$ cat config.mk
export PLATFORM = sky130hd
export DESIGN_NAME = pll_reset_seq
export DESIGN_NICKNAME = d
export VERILOG_FILES = /design/src/rtl/pll_reset_seq.sv
export SDC_FILE = /design/constraint.sdc
export NUM_CORES = 1
export LEC_CHECK = 0
export BUFFER_PORTS_ARGS = -buffer_cell sky130_fd_sc_hd__buf_2
export CORE_ASPECT_RATIO = 1.2
export CORE_MARGIN = 1.5
export CORE_UTILIZATION = 64
export CTS_BUF_LIST = sky130_fd_sc_hd__clkbuf_4
export CTS_CLUSTER_SIZE = 10
export DETAILED_ROUTE_END_ITERATION = 8
export GPL_TIMING_DRIVEN = 0
export PLACE_DENSITY = 0.82
export SYNTH_ARGS = -nofsm -noshare
export SYNTH_HDL_FRONTEND = slang
export SYNTH_SLANG_ARGS = --single-unit
$ cat constraint.sdc
create_clock -name clock -period 3.47 [get_ports clock]
set_clock_uncertainty 0.15 [all_clocks]
set_input_delay 0.694 -clock clock [delete_from_list [all_inputs] [get_ports clock]]
set_output_delay 0.694 -clock clock [all_outputs]
set_load 0.05 [all_outputs]
$ cat src/rtl/pll_reset_seq.sv
// pll_reset_seq: qualifies PLL lock and sequences staged core/peripheral reset release with loss tracking.
module pll_reset_seq #(
    parameter int SYNC_STAGES        = 2,
    parameter int LOCK_STABLE_CYCLES = 1024,
    parameter int PERIPH_DELAY       = 64,
    parameter int CNT_W              = 8
) (
    input  logic             clock,
    input  logic             reset_n,
    input  logic             locked,
    input  logic             clear_lost,
    output logic             core_rst_n,
    output logic             periph_rst_n,
    output logic             ready,
    output logic             lost_flag,
    output logic [CNT_W-1:0] loss_count
);
    localparam int MX = LOCK_STABLE_CYCLES > PERIPH_DELAY ? LOCK_STABLE_CYCLES : PERIPH_DELAY;
    localparam int CW = MX > 1 ? $clog2(MX) : 1;
    localparam logic [CW-1:0] STABLE_LAST = CW'(LOCK_STABLE_CYCLES - 1);
    localparam logic [CW-1:0] PERIPH_LAST = CW'(PERIPH_DELAY - 1);

    typedef enum logic [1:0] {WAIT_LOCK, STABLE, RELEASE_CORE, RUN} state_t;

    state_t                 state_q, state_d;
    logic [CW-1:0]          cnt_q, cnt_d;
    logic [SYNC_STAGES-1:0] sync_q;
    logic                   locked_s, loss;
    logic [CNT_W-1:0]       count_base, count_d;

    assign locked_s = sync_q[SYNC_STAGES-1];

    always_comb begin
        state_d = state_q;
        cnt_d   = cnt_q;
        loss    = 1'b0;
        case (state_q)
            WAIT_LOCK: begin
                state_d = locked_s ? STABLE : WAIT_LOCK;
                cnt_d   = '0;
            end
            STABLE: begin
                state_d = !locked_s ? WAIT_LOCK : cnt_q == STABLE_LAST ? RELEASE_CORE : STABLE;
                cnt_d   = state_d == STABLE ? cnt_q + CW'(1) : '0;
            end
            RELEASE_CORE: begin
                loss    = !locked_s;
                state_d = cnt_q == PERIPH_LAST ? RUN : RELEASE_CORE;
                cnt_d   = state_d == RUN ? '0 : cnt_q + CW'(1);
            end
            default: loss = !locked_s;
        endcase
        // a loss overrides any progress decided above, including the RUN transition
        if (loss) begin
            state_d = WAIT_LOCK;
            cnt_d   = '0;
        end
        count_base = clear_lost ? '0 : loss_count;
        count_d    = loss && !(&count_base) ? count_base + CNT_W'(1) : count_base;
    end

    always_ff @(posedge clock) begin
        if (!reset_n) begin
            state_q      <= WAIT_LOCK;
            cnt_q        <= '0;
            sync_q       <= '0;
            core_rst_n   <= 1'b0;
            periph_rst_n <= 1'b0;
            ready        <= 1'b0;
            lost_flag    <= 1'b0;
            loss_count   <= '0;
        end else begin
            state_q      <= state_d;
            cnt_q        <= cnt_d;
            sync_q       <= {sync_q[SYNC_STAGES-2:0], locked};
            core_rst_n   <= state_d == RELEASE_CORE || state_d == RUN;
            periph_rst_n <= state_d == RUN;
            ready        <= state_d == RUN;
            lost_flag    <= loss || (lost_flag && !clear_lost);
            loss_count   <= count_d;
        end
    end
endmodule

# Word level (Yosys, flattened, before mapping)
# Cells that the tools add are included.
# word_totals
ff_bits,25
inputBits,4
# classes
mux,12
eq_ne,8
n_reduce_logical,12
addsub,2
bitwise_logic,1
# ops
operator,n
10-bit case mux with 3 select lines,1
10-bit two-way mux,2
8-bit two-way mux,2
10-bit by 1-bit adder with 10-bit output (second input constant),1
10-bit == test (second input constant),1
10-bit by 6-bit == test with 1-bit output (second input constant),1
8-bit by 1-bit adder with 8-bit output (second input constant),1
2-bit == test (second input constant),4
8-bit AND reduction,1
2-bit two-way mux,3
2-bit case mux with 3 select lines,1
2-bit by 1-bit == test with 1-bit output (second input constant),2
2-bit OR reduction,2
1-bit logical NOT,3
1-bit two-way mux,3
3-bit nonzero test,1
1-bit logical AND,2
2-bit logical NOT,1
1-bit logical OR,2
1-bit inverter,1

# Longest topological paths before layout
# Gate-level depths: netlist of the first run.
# logic_depth
word_depth,7
depth_mapped,7

# Least setup slack after synthesis of the first run
# OpenSTA, ideal clock, no wires.
# synth_timing
kind,input to register
start,input clear_lost
end,register loss_count[5]
t_arrival_ns,2.085
path_stages,7
setup_ns,0.116
slack_ns,1.119
n_path_buf,1
t_required_ns,3.204
cell_sequence,buf_4 nor2b_1 ha_1 and4b_2 a311oi_4 a31oi_1 a41o_1
# synth_between
elab_chain_cells,5
# synth_lines
item,line_no,text
start: declaration,11,"input logic clear_lost,"
8-bit two-way mux (*),58,count_base = clear_lost ? '0 : loss_count;
"parallel branches: the longest is 3 deep, another holds 8-bit by 1-bit adder with 8-bit output",n/a,
8-bit two-way mux (*),59,count_d = loss && !(&count_base) ? count_base + CNT_W'(1) : count_base;
end signal: assignment,80,loss_count <= count_d;
end: declaration,16,output logic [CNT_W-1:0] loss_count
# Mark *: on every way between the ends.
# A chain may end at the register's enable or synchronous reset.

# Worst setup path in the final report of the first run
# layout_timing
start,register state_q[0]
end,register cnt_q[3]
# layout_between
elab_chain_cells,4
# layout_lines
item,line_no,text
start: declaration,25,"state_t state_q, state_d;"
start signal: assignment,73,state_q <= state_d;
2-bit by 1-bit == test with 1-bit output / 2-bit logical NOT (equally long branches),37,case (state_q)
2-bit OR reduction (no source line),n/a,
1-bit two-way mux,n/a,
2-bit OR reduction (no source line),n/a,
end signal: assignment,74,cnt_q <= cnt_d;
end: declaration,26,"logic [CW-1:0] cnt_q, cnt_d;"
# Parallel ways exist; a longest one is shown, timed or not.

==> out/results.txt, run 1 <==
status - finished, final reports clean
setup violators final - 0
# fillers - 161
root buffer cell - clkbuf_4
Post-synth EDFFs - 0
Synth async-reset ratio - 0%
# nets final - 187
drt drc - 0
Setup WS post-layout - 1.194 ns
Startpoint Class - flip-flop
Num Clock Sinks - 25
Hold Path Class - reg2reg
Detailed Route Iter0 Violations - 16
multi-input logic area - 814.5 um^2
# diodes - 0
CTS tree - yes
Register Area - 500.5 um^2
Critical Path Sink Type - flip-flop
row count - 18
core box area - 2049 um^2
top-area cell type share of the netlist area - 36.07%
Worst Hold Depth - 1
DRT antenna net count - 0
worst hold path startpoint - sync_q[0]
count leader, synth - dfxtp_1
wire per inst - 14.58 um
CP required - 3.58 ns
critical path data arrival time - 2.38 ns
RSZ-0062 raised after global routing - no
maxcap violations - 0
peak supply drop - 0.0002105 V
period utilization - 65.58%
Max Buffers Root-to-Sink - 2
CTS H-tree depth - 1
non-filler cells in the finished layout - 205
shortest period the worst path allows - 2.276 ns
sequential share of the synthesized area - 36.07%
post-placement cell area - 1495 um^2
Fmax achieved - 439.4 MHz
critical path fanouts, max - 10
Skew-Pair Late Insertion Delay - 0.32 ns
post_cts resized - 0
DP Worst Slack - 1.001 ns
total global routing overflow - 0
FF-to-FF path depth - 6
PwrDens - 296.1 nW/um^2
detailed placement HPWL - 2224 um
ranking of synthesized cells by area - dfxtp_1, ha_1, nand2_1
setup_tns - 0 ns
share of cells above drive strength 1 - 16.00%
# placed instances - 201
Yosys reg bits - 25
relative slew slack - 50.22%
total iterations of the first detailed-routing run - 4
fin area - 1525 um^2
die span in y - 54.01 um
Avg Inst Size Synth - 8.838 um^2
post-CTS setup buffers - 0
post-synthesis net count - 168
Cell Area, Synth - 1388 um^2
Tightest Pin Transition - 0.7439 ns
largest net degree at the start of global routing - 14
final hold violations - 0
cells after synthesis - 157
largest area contributor in the netlist - dfxtp_1
Critical Path Start - state_q[0]
initial antenna violation count - 0
WS Path Type - reg2reg
Ports - 16
clk slew on worst S/H paths - 0.13 ns
PortBufs - 14
first-pass GRT wire length - 4747 um
Area Growth Syn to Fin - 9.919%
DR vias/cell - 6.083
Die Area - 2458 um^2
Initial Utilization - 67.70%
top cells by count, synth - dfxtp_1, nand2_1, a21oi_1
number of buffers created by CTS - 3
Top FF cell, synth - dfxtp_1
total routed wirelength - 2988 um
yosys warns - 0
Synth cell types - 40
R2R Path Start - state_q[0]
CTS Hold Bufs - 0
Lkg Pwr - 0.5854 nW
count of pins over their slew limit - 0
vias in the first global route - 1138
Total GRT Usage - 26.30%
gpl congestion - 0.7824
Vias - 1247
Die X-Extent - 45.51 um
[where the power goes]
| group | switching, mW | leakage [nW] | internal [mW] |
|---|---|---|---|
| clock | 0.0871 | 0.0184 | 0.0529 |
| sequential | 0.00140 | 0.202 | 0.289 |
| combinational | 0.0137 | 0.365 | 0.00764 |
[cells in the final DEF (no fill, tap or decap), types with 4 or more instances in the layout]
| cell type | Yosys | layout |
|---|---|---|
| inv_1 | 8 | 8 |
| o22ai_1 | 5 | 5 |
| o31a_1 | 4 | 4 |
| a21oi_1 | 10 | 10 |
| ha_1 | 7 | 7 |
| nor2_1 | 7 | 7 |
| nand3_1 | 6 | 6 |
| clkbuf_4 | 0 | 4 |
| nor2b_1 | 7 | 7 |
| buf_2 | 0 | 14 |
| nor4_1 | 4 | 4 |
| nand2_1 | 18 | 18 |
| and2_1 | 4 | 4 |
| dfxtp_1 | 25 | 25 |
| xnor2_1 | 4 | 4 |
| o21ai_0 | 7 | 7 |
[worst paths after layout]
path	slack [ns]	endpoint
min	0.30	sync_q[1]
min reg2reg	0.30	sync_q[1]
max reg2reg	1.19	cnt_q[3]
max	1.19	cnt_q[3]
[flip-flops by register name (all words and copies together) (netlist names)]
name	count
cnt_q	10
loss_count	8
state_q	2
sync_q	2
core_rst_n	1
lost_flag	1
ready	1
[critical path, cell delays in order, from the launching register on]
cell and delay, ns:
dfxtp_1 0.44, inv_1 0.09, ha_1 0.31, nand4b_1 0.21, a2bb2oi_1 0.67, o22ai_1 0.16
a21oi_1 0.16
[final cells by class]
cell class	instances	share of cell area [%]
tap	30	2.461
multi-input combinational	117	53.40
clock buffer	4	1.969
timing repair buffer	14	4.594
sequential	25	32.81
inverter	8	1.969
buffer	7	2.789
[layer usage]
layer | routed length, um | share of wire, % | global-route usage, % | up-vias
li1 | - | - | - | 610
met4 | 69 | 2.3 | 12.25 | 0
met2 | 1662 | 56 | 52.11 | 27
met3 | 74 | 2.5 | 3.356 | 9
met1 | 1182 | 40 | 25.82 | 601
met5 | 0 | 0 | 0 | -
[logic make-up after synthesis]
kind of cell | share of synthesized area [%]
compound gates | 25.70
mux | 1.443
xor+xnor | 2.525
flops | 36.07
simple gates | 22.72
fa+ha+maj | 6.312
buf+inv | 5.229
[through the flow]
step	utilization (%)	hold WS [ns]	total power [mW]
after floorplan	-	0.2619	0.3119
after global placement	72.95	0.2634	0.3169
after detailed placement	72.95	0.2769	0.3178
after CTS	74.42	0.3085	0.4517
after global routing	74.42	0.3365	0.4654
final	74.42	0.3038	0.4517
Power figures use the tool's default switching activity.
==> run 2: changes to the inputs <==
--- a/config.mk
+++ b/config.mk
@@ -8,12 +8,12 @@
 export BUFFER_PORTS_ARGS = -buffer_cell sky130_fd_sc_hd__buf_2
 export CORE_ASPECT_RATIO = 1.2
 export CORE_MARGIN = 1.5
-export CORE_UTILIZATION = 64
+export CORE_UTILIZATION = 54
 export CTS_BUF_LIST = sky130_fd_sc_hd__clkbuf_4
 export CTS_CLUSTER_SIZE = 10
 export DETAILED_ROUTE_END_ITERATION = 8
 export GPL_TIMING_DRIVEN = 0
-export PLACE_DENSITY = 0.82
+export PLACE_DENSITY = 0.74
 export SYNTH_ARGS = -nofsm -noshare
 export SYNTH_HDL_FRONTEND = slang
 export SYNTH_SLANG_ARGS = --single-unit
==> constraint.sdc (replaced) <==
create_clock -name clock -period 1.8 [get_ports clock]
set_clock_uncertainty 0.15 [all_clocks]
set_input_delay 0.36 -clock clock [delete_from_list [all_inputs] [get_ports clock]]
set_output_delay 0.36 -clock clock [all_outputs]
set_load 0.05 [all_outputs]
==> run 2 against run 1 <==
Sequential share of layout area shrank 4.6 points. Die area up 17%. The run now ends with negative setup slack left. Combinational power is 130% higher. Sequential power up 92%. Highest routed layer unchanged. Global-route usage shrank 1.2 points. Design area up 20%. Final cell count is 5.4% higher.
==> out/results.txt, run 2 (synthesis results as in run 1) <==
core box area - 2354 um^2
Die X-Extent - 49.28 um
CP peak stage delay - 0.37 ns
CTS Hold Bufs - 0
crit-path cells - nor2b_4 > ha_4 > and4b_2 > a311oi_4 > buf_4 > xnor2_1 > and2_1
DR vias/cell - 6.125
relative slew slack - 71.21%
initial antenna violation count - 0
drt drc - 0
Fmax achieved - 525.3 MHz
CP top delay family - simple AND/OR/NAND/NOR gates
total global routing overflow - 0
post-placement cell area - 1531 um^2
first-pass GRT wire length - 5651 um
Max Buffers Root-to-Sink - 2
R2R Path Start - loss_count[0]
largest registers - cnt_q (10), loss_count (8)
CP required - 1.88 ns
CTS H-tree depth - 1
vias in the first global route - 1285
WS Path Type - reg2reg
maxcap violations - 0
total routed wirelength - 3468 um
row count - 19
most frequent cells in the layout - dfxtp_1, nand2_1, buf_2
PortBufs - 14
# diodes - 0
# placed instances - 202
fin area - 1826 um^2
Ports - 16
die span in y - 58.53 um
critical path data arrival time - 1.98 ns
Skew-Pair Late Insertion Delay - 0.32 ns
Hold Path Class - in2reg
Initial Utilization - 58.96%
Detailed Route Iter0 Violations - 46
worst hold path startpoint - locked
count of pins over their slew limit - 0
Num Clock Sinks - 25
DRT antenna net count - 0
peak supply drop - 0.0004473 V
flip-flop count of the largest register after layout - 10
critical path fanouts, max - 4
Tightest Pin Transition - 0.4286 ns
# fillers - 165
most common cell after layout, fill and taps aside - dfxtp_1
wire per inst - 16.06 um
Setup WS post-layout - -0.1035 ns
final hold violations - 0
Biggest register - cnt_q
largest net degree at the start of global routing - 14
Lkg Pwr - 0.7254 nW
Critical Path Start - loss_count[0]
RSZ-0062 raised after global routing - yes
clk slew on worst S/H paths - 0.13 ns
Vias - 1323
root buffer cell - clkbuf_4
PwrDens - 479.2 nW/um^2
setup_tns - -0.3286 ns
status - finished, violations left
Total GRT Usage - 25.15%
total iterations of the first detailed-routing run - 4
number of buffers created by CTS - 3
Area Growth Syn to Fin - 31.56%
share of cells above drive strength 1 - 35.68%
failing checks - negative setup slack
CTS tree - yes
Startpoint Class - flip-flop
Slowest cell on crit path - dfxtp_4
detailed placement HPWL - 2172 um
post-route total power - 0.8748 mW
Critical Path Sink Type - flip-flop
Buf/Inv on CP - 1
non-filler cells in the finished layout - 216
setup violators final - 8
# nets final - 197
Die Area - 2884 um^2
period utilization - 105.8%
shortest period the worst path allows - 1.904 ns
gpl congestion - 0.8021
-- run 2: changes by cell type in the layout (fill, tap and decap cells not counted), sizes merged --
| cell | previous run | this run |
|---|---|---|
| a2bb2oi | 1 | 2 |
| buf | 17 | 25 |
| o22ai | 6 | 7 |
-- run 2: timing repair --
item | in CTS | in global routing
cloned | 2 | 0
pin swaps | 8 | 19
setup endpoints to repair | 19 | 21
gates resized for setup | 12 | 21
setup buffers | 7 | 2
-- run 2: routing by layer --
metal | global-route usage (%) | up-vias | part of all wire [%]
met3 | 3.046 | 12 | 2.4
met4 | 11.02 | 0 | 2.1
met5 | 0 | - | 0
met1 | 24.92 | 633 | 40
met2 | 51.54 | 31 | 56
li1 | - | 647 | -
-- run 2: cell type report --
| type | instances | area (um^2) | share of cell area (%) |
|---|---|---|---|
| repair buffers | 23 | 148.9 | 8.156 |
| plain buffers | 6 | 36.28 | 1.988 |
| well taps | 31 | 38.79 | 2.125 |
| clock buffers | 4 | 30.03 | 1.645 |
| flip-flops and latches | 25 | 515.5 | 28.24 |
| inverters | 8 | 30.03 | 1.645 |
| multi-input cells | 119 | 1026 | 56.20 |
-- run 2: metrics by stage --
step                util, %  setup WS, ns  hold slack, ns
floorplan                 -       -0.1164          0.2619
global placement      65.07       -0.2878          0.2646
detailed placement    65.07       -0.3272          0.2685
CTS                   72.62       -0.2009         0.08855
global route          77.57       -0.1593         0.09047
finish                77.57       -0.1035         0.08210
-- run 2: final timing paths --
| path | depth (start not counted) | slack [ns] | to |
|---|---|---|---|
| hold / removal | 2 | 0.08 | sync_q[0] |
| setup reg to reg | 7 | -0.10 | loss_count[3] |
| hold reg to reg | 1 | 0.30 | sync_q[1] |
| setup / recovery | 7 | -0.10 | loss_count[3] |
-- run 2: report_power, final --
part / switching [mW] / total, mW / internal (mW)
combinational: 0.0295 / 0.0496 / 0.0201
sequential: 0.00330 / 0.557 / 0.553
clock: 0.167 / 0.269 / 0.102
total: 0.200 / 0.875 / 0.675
